===== src/rtl/rv_onehot_dispatcher_pkg.sv =====
// Shared definitions for the one-hot lane dispatcher.
// Holds the buffer state encodings used by the dispatcher FSM.
package rv_onehot_dispatcher_pkg;

    typedef enum logic [1:0] {
        ST_EMPTY = 2'd0,
        ST_FULL  = 2'd1,
        ST_SKID  = 2'd2
    } disp_state_e;

endpackage


===== src/rtl/rv_onehot_decoder.sv =====
// Index to one-hot lane decoder with optional reversed lane order.
// Flags indices at or above N so the dispatcher can discard them.
module rv_onehot_decoder #(
    parameter int N       = 8,
    parameter int REVERSE = 0,
    parameter int LN      = (N > 1) ? $clog2(N) : 1
) (
    input  logic [LN-1:0] index,
    output logic [N-1:0]  onehot,
    output logic          in_range
);

    // Decode the index; out-of-range values produce an all-zero vector.
    always_comb begin
        onehot   = '0;
        in_range = (int'(index) < N);
        for (int i = 0; i < N; i++) begin
            if (int'(index) == i) begin
                onehot[(REVERSE != 0) ? (N - 1 - i) : i] = 1'b1;
            end
        end
    end

endmodule


===== src/rtl/rv_onehot_dispatcher.sv =====
// Two-entry skid-buffered dispatcher driving one of N lanes per request.
// in_ready comes only from registered state to cut out_ready timing paths.
module rv_onehot_dispatcher
    import rv_onehot_dispatcher_pkg::*;
#(
    parameter int N       = 8,
    parameter int REVERSE = 0,
    parameter int DATAW   = 32,
    parameter int LN      = (N > 1) ? $clog2(N) : 1
) (
    input  logic             clk,
    input  logic             reset,
    input  logic             in_valid,
    input  logic [LN-1:0]    in_index,
    input  logic [DATAW-1:0] in_data,
    output logic             in_ready,
    output logic [N-1:0]     out_valid,
    output logic [DATAW-1:0] out_data,
    input  logic [N-1:0]     out_ready,
    output logic             err,
    output logic             busy
);

    disp_state_e      state_q;
    disp_state_e      state_d;
    logic             rdy_q;
    logic             err_q;
    logic [N-1:0]     out_oh_q;
    logic [N-1:0]     skid_oh_q;
    logic [DATAW-1:0] out_data_q;
    logic [DATAW-1:0] skid_data_q;
    logic [N-1:0]     dec_oh;
    logic             in_range;
    logic             accept;
    logic             load;
    logic             fire;
    logic             load_out;
    logic             load_skid;
    logic             move_skid;

    rv_onehot_decoder #(
        .N       (N),
        .REVERSE (REVERSE),
        .LN      (LN)
    ) u_dec (
        .index    (in_index),
        .onehot   (dec_oh),
        .in_range (in_range)
    );

    assign in_ready  = rdy_q & (state_q != ST_SKID);
    assign accept    = in_valid & in_ready;
    assign load      = accept & in_range;
    assign busy      = (state_q != ST_EMPTY);
    assign out_valid = busy ? out_oh_q : '0;
    assign out_data  = out_data_q;
    assign fire      = |(out_valid & out_ready);
    assign err       = err_q;

    // State register, post-reset ready enable and error pulse.
    always_ff @(posedge clk or negedge reset) begin
        if (!reset) begin
            state_q <= ST_EMPTY;
            rdy_q   <= 1'b0;
            err_q   <= 1'b0;
        end else begin
            state_q <= state_d;
            rdy_q   <= 1'b1;
            err_q   <= accept & ~in_range;
        end
    end

    // Next state and entry load controls.
    always_comb begin
        state_d   = state_q;
        load_out  = 1'b0;
        load_skid = 1'b0;
        move_skid = 1'b0;
        unique case (state_q)
            ST_EMPTY: begin
                if (load) begin
                    load_out = 1'b1;
                    state_d  = ST_FULL;
                end
            end
            ST_FULL: begin
                if (fire && load) begin
                    load_out = 1'b1;
                end else if (fire) begin
                    state_d = ST_EMPTY;
                end else if (load) begin
                    load_skid = 1'b1;
                    state_d   = ST_SKID;
                end
            end
            ST_SKID: begin
                if (fire) begin
                    move_skid = 1'b1;
                    state_d   = ST_FULL;
                end
            end
            default: state_d = ST_EMPTY;
        endcase
    end

    // Entry storage; the decoded lane travels with its payload.
    always_ff @(posedge clk or negedge reset) begin
        if (!reset) begin
            out_oh_q    <= '0;
            out_data_q  <= '0;
            skid_oh_q   <= '0;
            skid_data_q <= '0;
        end else begin
            if (load_out) begin
                out_oh_q   <= dec_oh;
                out_data_q <= in_data;
            end else if (move_skid) begin
                out_oh_q   <= skid_oh_q;
                out_data_q <= skid_data_q;
            end
            if (load_skid) begin
                skid_oh_q   <= dec_oh;
                skid_data_q <= in_data;
            end
        end
    end

endmodule


===== config.mk =====
export PLATFORM = sky130hd
export DESIGN_NAME = rv_onehot_dispatcher
export DESIGN_NICKNAME = d
export VERILOG_FILES = /design/src/rtl/rv_onehot_dispatcher_pkg.sv /design/src/rtl/rv_onehot_decoder.sv /design/src/rtl/rv_onehot_dispatcher.sv
export SDC_FILE = /design/constraint.sdc
export NUM_CORES = 1
export LEC_CHECK = 0
export CORE_ASPECT_RATIO = 1.75
export CORE_UTILIZATION = 53
export CTS_CLUSTER_DIAMETER = 100
export DETAILED_ROUTE_END_ITERATION = 10
export MAX_ROUTING_LAYER = met4
export PLACE_DENSITY = 0.92
export SLEW_MARGIN = 20
export SYNTH_ARGS = -nofsm -noshare
export SYNTH_HDL_FRONTEND = slang
export SYNTH_HIERARCHICAL = 1
export SYNTH_SLANG_ARGS = --single-unit

===== constraint.sdc =====
create_clock -name clk -period 2.55 [get_ports clk]
set_clock_uncertainty 0.1 [all_clocks]
set_input_delay 0.3825 -clock clk [delete_from_list [all_inputs] [get_ports clk]]
set_output_delay 0.3825 -clock clk [all_outputs]
set_load 0.02 [all_outputs]

### After elaboration in Yosys (flattened, before gate mapping)

Index checks and enable logic that the tools add are counted.

* flip-flop bits (word level): 83
* logic and storage cells: 57

* eq/ne operators: 14
* mux-type cells: 27
* bitwise operators: 3
* reductions and logical operators: 7

Operators with widths (number)
* 32-bit 2-to-1 mux: 2
* 8-bit 2-to-1 mux: 3
* 1-bit 2-to-1 mux: 15
* 3-bit equality test, second input constant: 4
* 2-bit 2-to-1 mux: 5
* 8-bit bitwise AND: 1
* 2-bit != test, second input constant: 4
* 8-bit OR reduction: 1
* 3-bit by 2-bit equality test with 1-bit output, second input constant: 2
* 2-bit case mux with 3 select lines: 1
* 4-bit AND reduction: 1
* 2-bit nonzero test: 2
* 3-bit by 1-bit equality test with 1-bit output, second input constant: 1
* 3-bit logical NOT: 1
* 3-bit != test, second input constant: 1
* 1-bit bitwise AND: 2
* 2-bit by 1-bit equality test with 1-bit output, second input constant: 1
* 2-bit equality test, second input constant: 1
* 2-bit logical NOT: 1
* 1-bit case mux with 2 select lines: 1
* 1-bit logical AND: 1

### Logic depth before layout (Yosys ltp)

Gate-level depths: netlist (run 1).

* word-level depth: 8
* gate-level depth with buffers: 6

### Modules after synthesis

The synthesis (run 1) kept the hierarchy.

By module, submodules not included
* rv_onehot_dispatcher: times used 1, cells an instance 299, area an instance 3641.0 um^2
* rv_onehot_decoder: times used 1, cells an instance 10, area an instance 76.3 um^2

### Worst setup path after synthesis (run 1)

OpenSTA, ideal clock, no wires.

* kind: reg2out
* start point: reg state_q[0]
* end point: out in_ready
* arrival time: 1272 ps
* required time: 2068 ps
* path slack: 795 ps
* cell stages (with the launch flop): 5
* buffers on the path: 2
* cell sequence: dfrtp_1 > nand2b_1 > clkbuf_1 > clkbuf_1 > and2_1

* longest elaborated chain between the ends: 2

Ends and longest elaborated chain
* start, declared: RTL line rv_onehot_dispatcher.sv:24 `disp_state_e state_q;`
* start signal, assigned: RTL line rv_onehot_dispatcher.sv:67 `state_q <= state_d;`
* 2-bit != test: RTL line rv_onehot_dispatcher.sv:51 `assign in_ready = rdy_q & (state_q != ST_SKID);`
* 1-bit bitwise AND: RTL line rv_onehot_dispatcher.sv:51
* end, declared: RTL line rv_onehot_dispatcher.sv:16 `output logic in_ready,`

Every way passes these cells.

### Worst setup path after layout (run 1)

Same ends and word-level chain as after synthesis.

==> flow_metrics.py, run 1 <==
metrics = {
    "route": {
        "drt-initial-drc-count": 263,
        "drc_errors": 0,
        "first_pass_iters": 4,
        "num_vias": 2793,
        "drtAntennaViolNets": 0,
        "wl_per_cell_um": 17.4,
        "viasPerCell": 5.74,
        "drt_wl_total_um": 8480,
    },
    "worst_hold_path": {
        "hp-class": "flip-flop to flip-flop",
    },
    "global_routing": {
        "track_usage_pct": 26.4,
        "grt_pass1_vias": 2994,
        "antenna_found_initial": 0,
        "grt_max_degree": 53,
        "grt_overflow_total": 0,
        "grt_pass1_wl_um": 14200,
    },
    "cts": {
        "root_buffer": "clkbuf_16",
        "cts_max_path_buffers": 2,
        "clk_pin_slew_ps": 60,
        "htreeDepth": 3,
        "cts_tree": "yes",
        "insertion_delay_ps": 340,
        "cts_buffers": 9,
        "post_cts_buffers": 0,
        "clock-sinks": 84,
    },
    "sta": {
        "period_minus_slack_ps": 2350,
        "finalSetupViolCount": 0,
        "timing.fmax_mhz": 425,
        "period_share_pct": 92.3,
        "slew_violations": 0,
        "rsz0062_at_grt": "false",
        "tns_ps": 0,
        "hold_viol": 0,
    },
    "floorplan": {
        "die_area_um2": 7370,
        "fp.dieH_um": 113,
        "die_w_um": 65.3,
        "core_um2": 6810,
        "pin_count": 89,
        "initial_utilization_pct": 54.6,
        "row_count": 40,
    },
    "final_layout": {
        "nFillCells": 471,
        "layout-drive-gt1-share_pct": 18.6,
        "layout_commonest_cell": "clkdlybuf4s50_1",
        "regArea_um2": 2100,
        "area_delta_synth_final_pct": 35.7,
        "layout_common_cells": "87 x clkdlybuf4s50_1, 84 x dfrtp_1, 42 x nand2_1, 41 x nor2_1, 40 x o221a_1",
        "num_antenna_cells": 0,
        "nets": 444,
        "fin_util_pct": 74.1,
        "multi_input_area_um2": 1500,
    },
    "placement": {
        "gp_congestion": 0.801,
        "port_buffers": 88,
        "hpwl_um": 5780,
    },
    "yosys": {
        "syn-cell-area_um2": 3720,
        "yosys_warnings": 6,
        "syn_inst": 309,
        "synth_nets": 355,
        "ys_seq_area_share_pct": 56.5,
        "synthDistinctLibCells": 29,
        "ys_ff_latch": 84,
        "syn_avg_cell_area_um2": 12.0,
    },
    "critical_path": {
        "arrival_ps": 1870,
        "cp-end-kind": "output pin",
        "critical_path_class": "flip-flop to output pin",
        "crit_family": "buffers and inverters",
        "path_max_fanout": 16,
        "cp_slowest_cell": "clkdlybuf4s50_1",
        "cp.required_ps": 2070,
        "cp_num_buf_inv": 1,
        "crit_path_max_incr_delay_ps": 600,
        "startpoint_type": "flip-flop",
        "path_cells": "nand2b_4 -> and2_1 -> clkdlybuf4s50_1",
    },
    "power_and_ir_drop": {
        "ir_drop_mv": 0.579,
        "p_per_area_nw_per_um2": 567,
        "power_leakage_nw": 2.18,
    },
    "flow_run": {
        "drv_cap": 0,
    },
    "run_status": {
        "status": "complete, no violations",
    },
}
## registers in the layout (all words and copies together), names as in the netlist
name / count
skid_oh_q: 8
skid_data_q: 32
err: 1
state_q: 2
rdy_q: 1
out_data: 32
out_oh_q: 8
## worst paths after layout
kind / from / endpoint / slack [ps] / depth (start not counted)
setup reg to reg: out_oh_q[2] / out_data[25] / 570 / 5
min in group asynchronous: reset / skid_data_q[30] / 420 / 2
hold reg to reg: skid_oh_q[5] / skid_oh_q[5] / 400 / 1
setup / recovery: state_q[0] / in_ready / 200 / 3
max in group asynchronous: reset / out_data[9] / 1320 / 3
hold / removal: skid_oh_q[5] / skid_oh_q[5] / 400 / 1
## metrics by stage
| step | power, mW | area [um^2] | worst slack (ps) | hold slack (ps) | std cells |
|---|---|---|---|---|---|
| floorplan | 1.37 | 3720 | 795 | -13.1 | 309 |
| global placement | 1.48 | 4700 | 218 | 240 | 470 |
| detailed placement | 1.48 | 4700 | 164 | 251 | 470 |
| CTS | 2.88 | 5040 | 48.6 | 402 | 487 |
| global route | 2.94 | 5040 | 102 | 419 | 487 |
| finish | 2.86 | 5040 | 196 | 404 | 487 |
## worst register-to-register path, delay by kind of cell (launching register included)
kind | cells | cell delay (ps)
AOI/OAI and AO/OA | 3 | 880
buffers and inverters | 1 | 230
DFF | 1 | 400
and+or+nand+nor | 1 | 240
## kinds of logic after synthesis
kind of cell    count (synthesis)  synth area share (%)
flops                          84                  56.5
other cells                     2                 0.202
compound gates                 50                  13.8
buf+inv                        24                  3.90
mux                            41                  12.4
simple gates                  108                  13.1
## where the power goes
part | internal, mW | switching [mW]
clock | 0.864 | 0.540
combinational | 0.0688 | 0.0523
sequential | 1.33 | 0.000924
## metal layers
metal	wire length [um]	up-vias	track usage, %
met3	320	19	4.64
met4	255	0	14.1
met1	3340	1406	30.5
li1	-	1280	-
met2	4560	88	42.9
met5	0	-	-
## timing repair
action                                  CTS  global route
endpoints found under the hold margin    32             0
endpoints found under the setup margin    0             9
hold buffers                              1             0
gates resized for setup                   0             2
## final cells by class
class	count	area share, %
Timing Repair Buffer	100	20.0
Multi-Input combinational cell	201	29.7
Inverter	2	0.149
Clock inverter	7	1.96
Clock buffer	9	4.47
Sequential cell	84	41.7
Tap cell	84	2.08
## cells in the mapped netlist
cell / count / area [um^2]
nand3_1: 2 / 10.0
and3_2: 1 / 7.51
mux2_1: 3 / 33.8
dfrtp_1: 84 / 2100
and3b_2: 3 / 30.0
nand2b_1: 1 / 6.26
nor3b_1: 3 / 22.5
nor2b_1: 8 / 50.1
o221a_1: 40 / 450
o21ai_0: 1 / 5.00
conb_1: 2 / 7.51
a22oi_1: 4 / 30.0
and2_1: 1 / 6.26
buf_2: 5 / 25.0
mux2_2: 38 / 428
a21oi_1: 2 / 10.0
nor3_1: 2 / 10.0
o21ai_1: 1 / 5.00
o21a_1: 1 / 7.51
clkbuf_1: 8 / 30.0
buf_4: 5 / 37.5
o22ai_1: 1 / 6.26
and4b_1: 1 / 10.0
nand2_1: 42 / 158
inv_1: 2 / 7.51
nor2_1: 42 / 158
buf_6: 4 / 45.0
nand4_2: 1 / 12.5
nor2_2: 1 / 6.26
Power figures use the tool's default switching activity.
==> run 2: changes to the inputs <==
--- a/config.mk
+++ b/config.mk
@@ -5,12 +5,14 @@
 export SDC_FILE = /design/constraint.sdc
 export NUM_CORES = 1
 export LEC_CHECK = 0
+export ABC_AREA = 1
 export CORE_ASPECT_RATIO = 1.75
-export CORE_UTILIZATION = 53
+export CORE_UTILIZATION = 55
+export CTS_BUF_LIST = sky130_fd_sc_hd__clkbuf_16
 export CTS_CLUSTER_DIAMETER = 100
 export DETAILED_ROUTE_END_ITERATION = 10
 export MAX_ROUTING_LAYER = met4
-export PLACE_DENSITY = 0.92
+export PLACE_DENSITY = 0.91
 export SLEW_MARGIN = 20
 export SYNTH_ARGS = -nofsm -noshare
 export SYNTH_HDL_FRONTEND = slang
==> run 2 against run 1 <==
Compared with the run above: combinational power rose by 18%; non-clock buffer count rose by 2; maximum frequency fell by 4.4%; flip-flop and latch count did not move; critical path depth rose by 2; sequential share of layout area fell by 4.4 points; area after synthesis rose by 20%.
==> flow_metrics.py, run 2 <==
metrics = {
    "route": {
        "drc_errors": 0,
        "num_vias": 4087,
        "viasPerCell": 5.65,
        "drt-initial-drc-count": 538,
        "first_pass_iters": 6,
        "drtAntennaViolNets": 0,
        "wl_per_cell_um": 16.0,
        "drt_wl_total_um": 11500,
    },
    "yosys": {
        "synth.area.top_cells": "dfrtp_1 47%, nand2_1 15%, nand3_1 14%",
        "yosysTopAreaCell": "dfrtp_1",
        "synthAdderAreaFrac_pct": 0,
        "synth_top_family_by_area": "simple AND/OR/NAND/NOR gates",
        "synthFlopType": "dfrtp_1",
        "yosysMostFrequentCell": "nand2_1",
        "synthTopCellsByCount": "174 x nand2_1, 129 x nand3_1, 84 x dfrtp_1",
        "synth-edff-count": 0,
        "synth_top_area_share_pct": 47.1,
        "ys_seq_area_share_pct": 47.1,
        "syn_inst": 553,
        "synth.area.mux_share_pct": 0,
        "yosys.area_share.xor_xnor_pct": 0,
        "synth_compound_area_share_pct": 8.10,
        "synthDistinctLibCells": 21,
        "syn-cell-area_um2": 4460,
        "synthArstFlopShare_pct": 100,
        "synth-simple-area-share_pct": 33.7,
        "yosys_warnings": 6,
        "synth_nets": 599,
        "ys_ff_latch": 84,
        "syn_avg_cell_area_um2": 8.07,
    },
    "sta": {
        "period_share_pct": 96.6,
        "timing.fmax_mhz": 406,
        "tns_ps": 0,
        "relSlewSlack_pct": 62.4,
        "rsz0062_at_grt": "false",
        "slew_violations": 0,
        "hold_viol": 0,
        "period_minus_slack_ps": 2460,
        "setup_slack_ps": 86.7,
        "tightest_slew_ps": 563,
        "finalSetupViolCount": 0,
        "whs_ps": 387,
    },
    "power_and_ir_drop": {
        "p_comb_share_pct": 5.1,
        "power_leakage_nw": 3.05,
        "sw_frac_of_total_pct": 22.1,
        "p_int_mw": 2.16,
        "p_per_area_nw_per_um2": 491,
        "ir_drop_mv": 0.534,
        "clock_power_share_pct": 46.7,
        "p_sw_uw": 612,
        "seqPwrFrac_pct": 48.1,
    },
    "final_layout": {
        "num_antenna_cells": 0,
        "layout-drive-gt1-share_pct": 13.3,
        "nets": 674,
        "area_delta_synth_final_pct": 26.6,
        "design_area_um2": 5650,
        "layout_commonest_cell": "nand2_1",
        "layout_common_cells": "173 x nand2_1, 129 x nand3_1, 82 x dfrtp_1, 82 x clkdlybuf4s50_1, 54 x inv_1",
    },
    "floorplan": {
        "pin_count": 89,
        "die_area_um2": 8490,
        "die_w_um": 70.1,
        "fp.dieH_um": 121,
        "initial_utilization_pct": 56.4,
        "row_count": 43,
        "core_um2": 7910,
    },
    "cts": {
        "cts_max_path_buffers": 2,
        "insertion_delay_ps": 350,
        "htreeDepth": 3,
        "clock-sinks": 84,
        "cts_tree": "yes",
        "clk_pin_slew_ps": 60,
        "root_buffer": "clkbuf_16",
        "post_cts_buffers": 0,
        "cts_buffers": 9,
    },
    "global_routing": {
        "track_usage_pct": 29.6,
        "grt_pass1_vias": 4007,
        "antenna_found_initial": 0,
        "grt_pass1_wl_um": 19000,
        "grt_max_degree": 51,
        "grt_overflow_total": 0,
    },
    "placement": {
        "hpwl_um": 7420,
        "placed_cell_area_um2": 5330,
        "dp_slack_ps": 193,
        "gp_congestion": 0.873,
        "port_buffers": 88,
    },
    "critical_path": {
        "critical_path_class": "flip-flop to output pin",
        "startpoint_type": "flip-flop",
        "cp_num_buf_inv": 3,
        "path_depth": 5,
        "path_max_fanout": 11,
        "cp.required_ps": 2070,
        "reg2reg_depth": 11,
        "cp-end-kind": "output pin",
        "crit_family": "buffers and inverters",
        "cp_slowest_cell": "clkdlybuf4s50_1",
        "arrival_ps": 1980,
        "crit_path_max_incr_delay_ps": 620,
        "path_cells": "inv_2 -> nand2_2 -> inv_1 -> nor2_1 -> clkdlybuf4s50_1",
    },
    "worst_hold_path": {
        "hp-class": "flip-flop to flip-flop",
        "holdPathStages": 2,
    },
    "flow_run": {
        "drv_cap": 0,
    },
    "run_status": {
        "status": "complete, no violations",
    },
}
[run 2: changes by cell type after synthesis, moves of 24 or more]
cell	before	now
inv_1	2	53
nand2_1	42	174
o21ai_2	0	40
nand3_1	2	129
mux2_2	38	0
nor2_1	42	18
o221a_1	40	0
[run 2: worst paths after layout]
path / start / endpoint / slack [ps]
min in group asynchronous: reset / out_data[19] / 500
worst max register to register: state_q[1] / out_oh_q[4] / 330
max in group asynchronous: reset / state_q[0] / 1200
worst max-delay path: state_q[0] / out_valid[5] / 90
worst min-delay path: skid_data_q[2] / skid_data_q[2] / 390
worst min register to register: skid_data_q[2] / skid_data_q[2] / 390
[run 2: worst min-delay path: cells and delay by family, from the launching register on]
family          cells  cell delay, ps
simple gates        1              60
compound gates      1              50
flops               1             340
[run 2: timing repair]
| action | CTS | global route |
|---|---|---|
| pin swaps | 0 | 0 |
| hold buffers | 1 | 0 |
| gates resized for setup | 3 | 5 |
| endpoints found under the hold margin | 41 | 0 |
| setup endpoints to repair | 8 | 5 |
[run 2: final cells by class]
| class | instances | area [um^2] |
|---|---|---|
| clock buffers | 9 | 225 |
| clock inverters | 7 | 68.8 |
| fillers | 584 | 2260 |
| inverters | 57 | 214 |
| multi-input cells | 374 | 1870 |
| flip-flops and latches | 84 | 2100 |
| well taps | 90 | 113 |
| repair buffers | 102 | 1050 |
[run 2: power by group through the flow]
| stage | registers (mW) | logic (mW) | clock network (mW) |
|---|---|---|---|
| detailed placement | 1.36 | 0.142 | 0 |
| global route | 1.33 | 0.156 | 1.37 |
| global placement | 1.36 | 0.139 | 0 |
| floorplan | 1.36 | 0.0325 | 0 |
| CTS | 1.33 | 0.144 | 1.30 |
| finish | 1.33 | 0.143 | 1.29 |
[run 2: stage by stage]
stage,util (%),power [mW],std cells
3_5_place_dp,67.3,1.50,706
3_3_place_gp,67.3,1.50,706
4_1_cts,71.3,2.78,723
2_1_floorplan,-,1.39,553
5_1_grt,71.4,2.85,723
6_report,71.4,2.77,723
[run 2: cells by family (layout without fill, tap and decap cells)]
kind of cell	Yosys count	in the layout
AND/OR/NAND/NOR	330	330
other	2	2
buffers and inverters	95	175
AO/OA/AOI/OAI	42	42
flip-flops	84	84
[run 2: metal layers]
layer / wire (um) / up-vias / track usage (%)
met5: 0 / - / -
met4: 445 / 0 / 15.6
met3: 610 / 38 / 5.32
met2: 6240 / 195 / 49.6
met1: 4240 / 1948 / 33.5
li1: - / 1906 / -
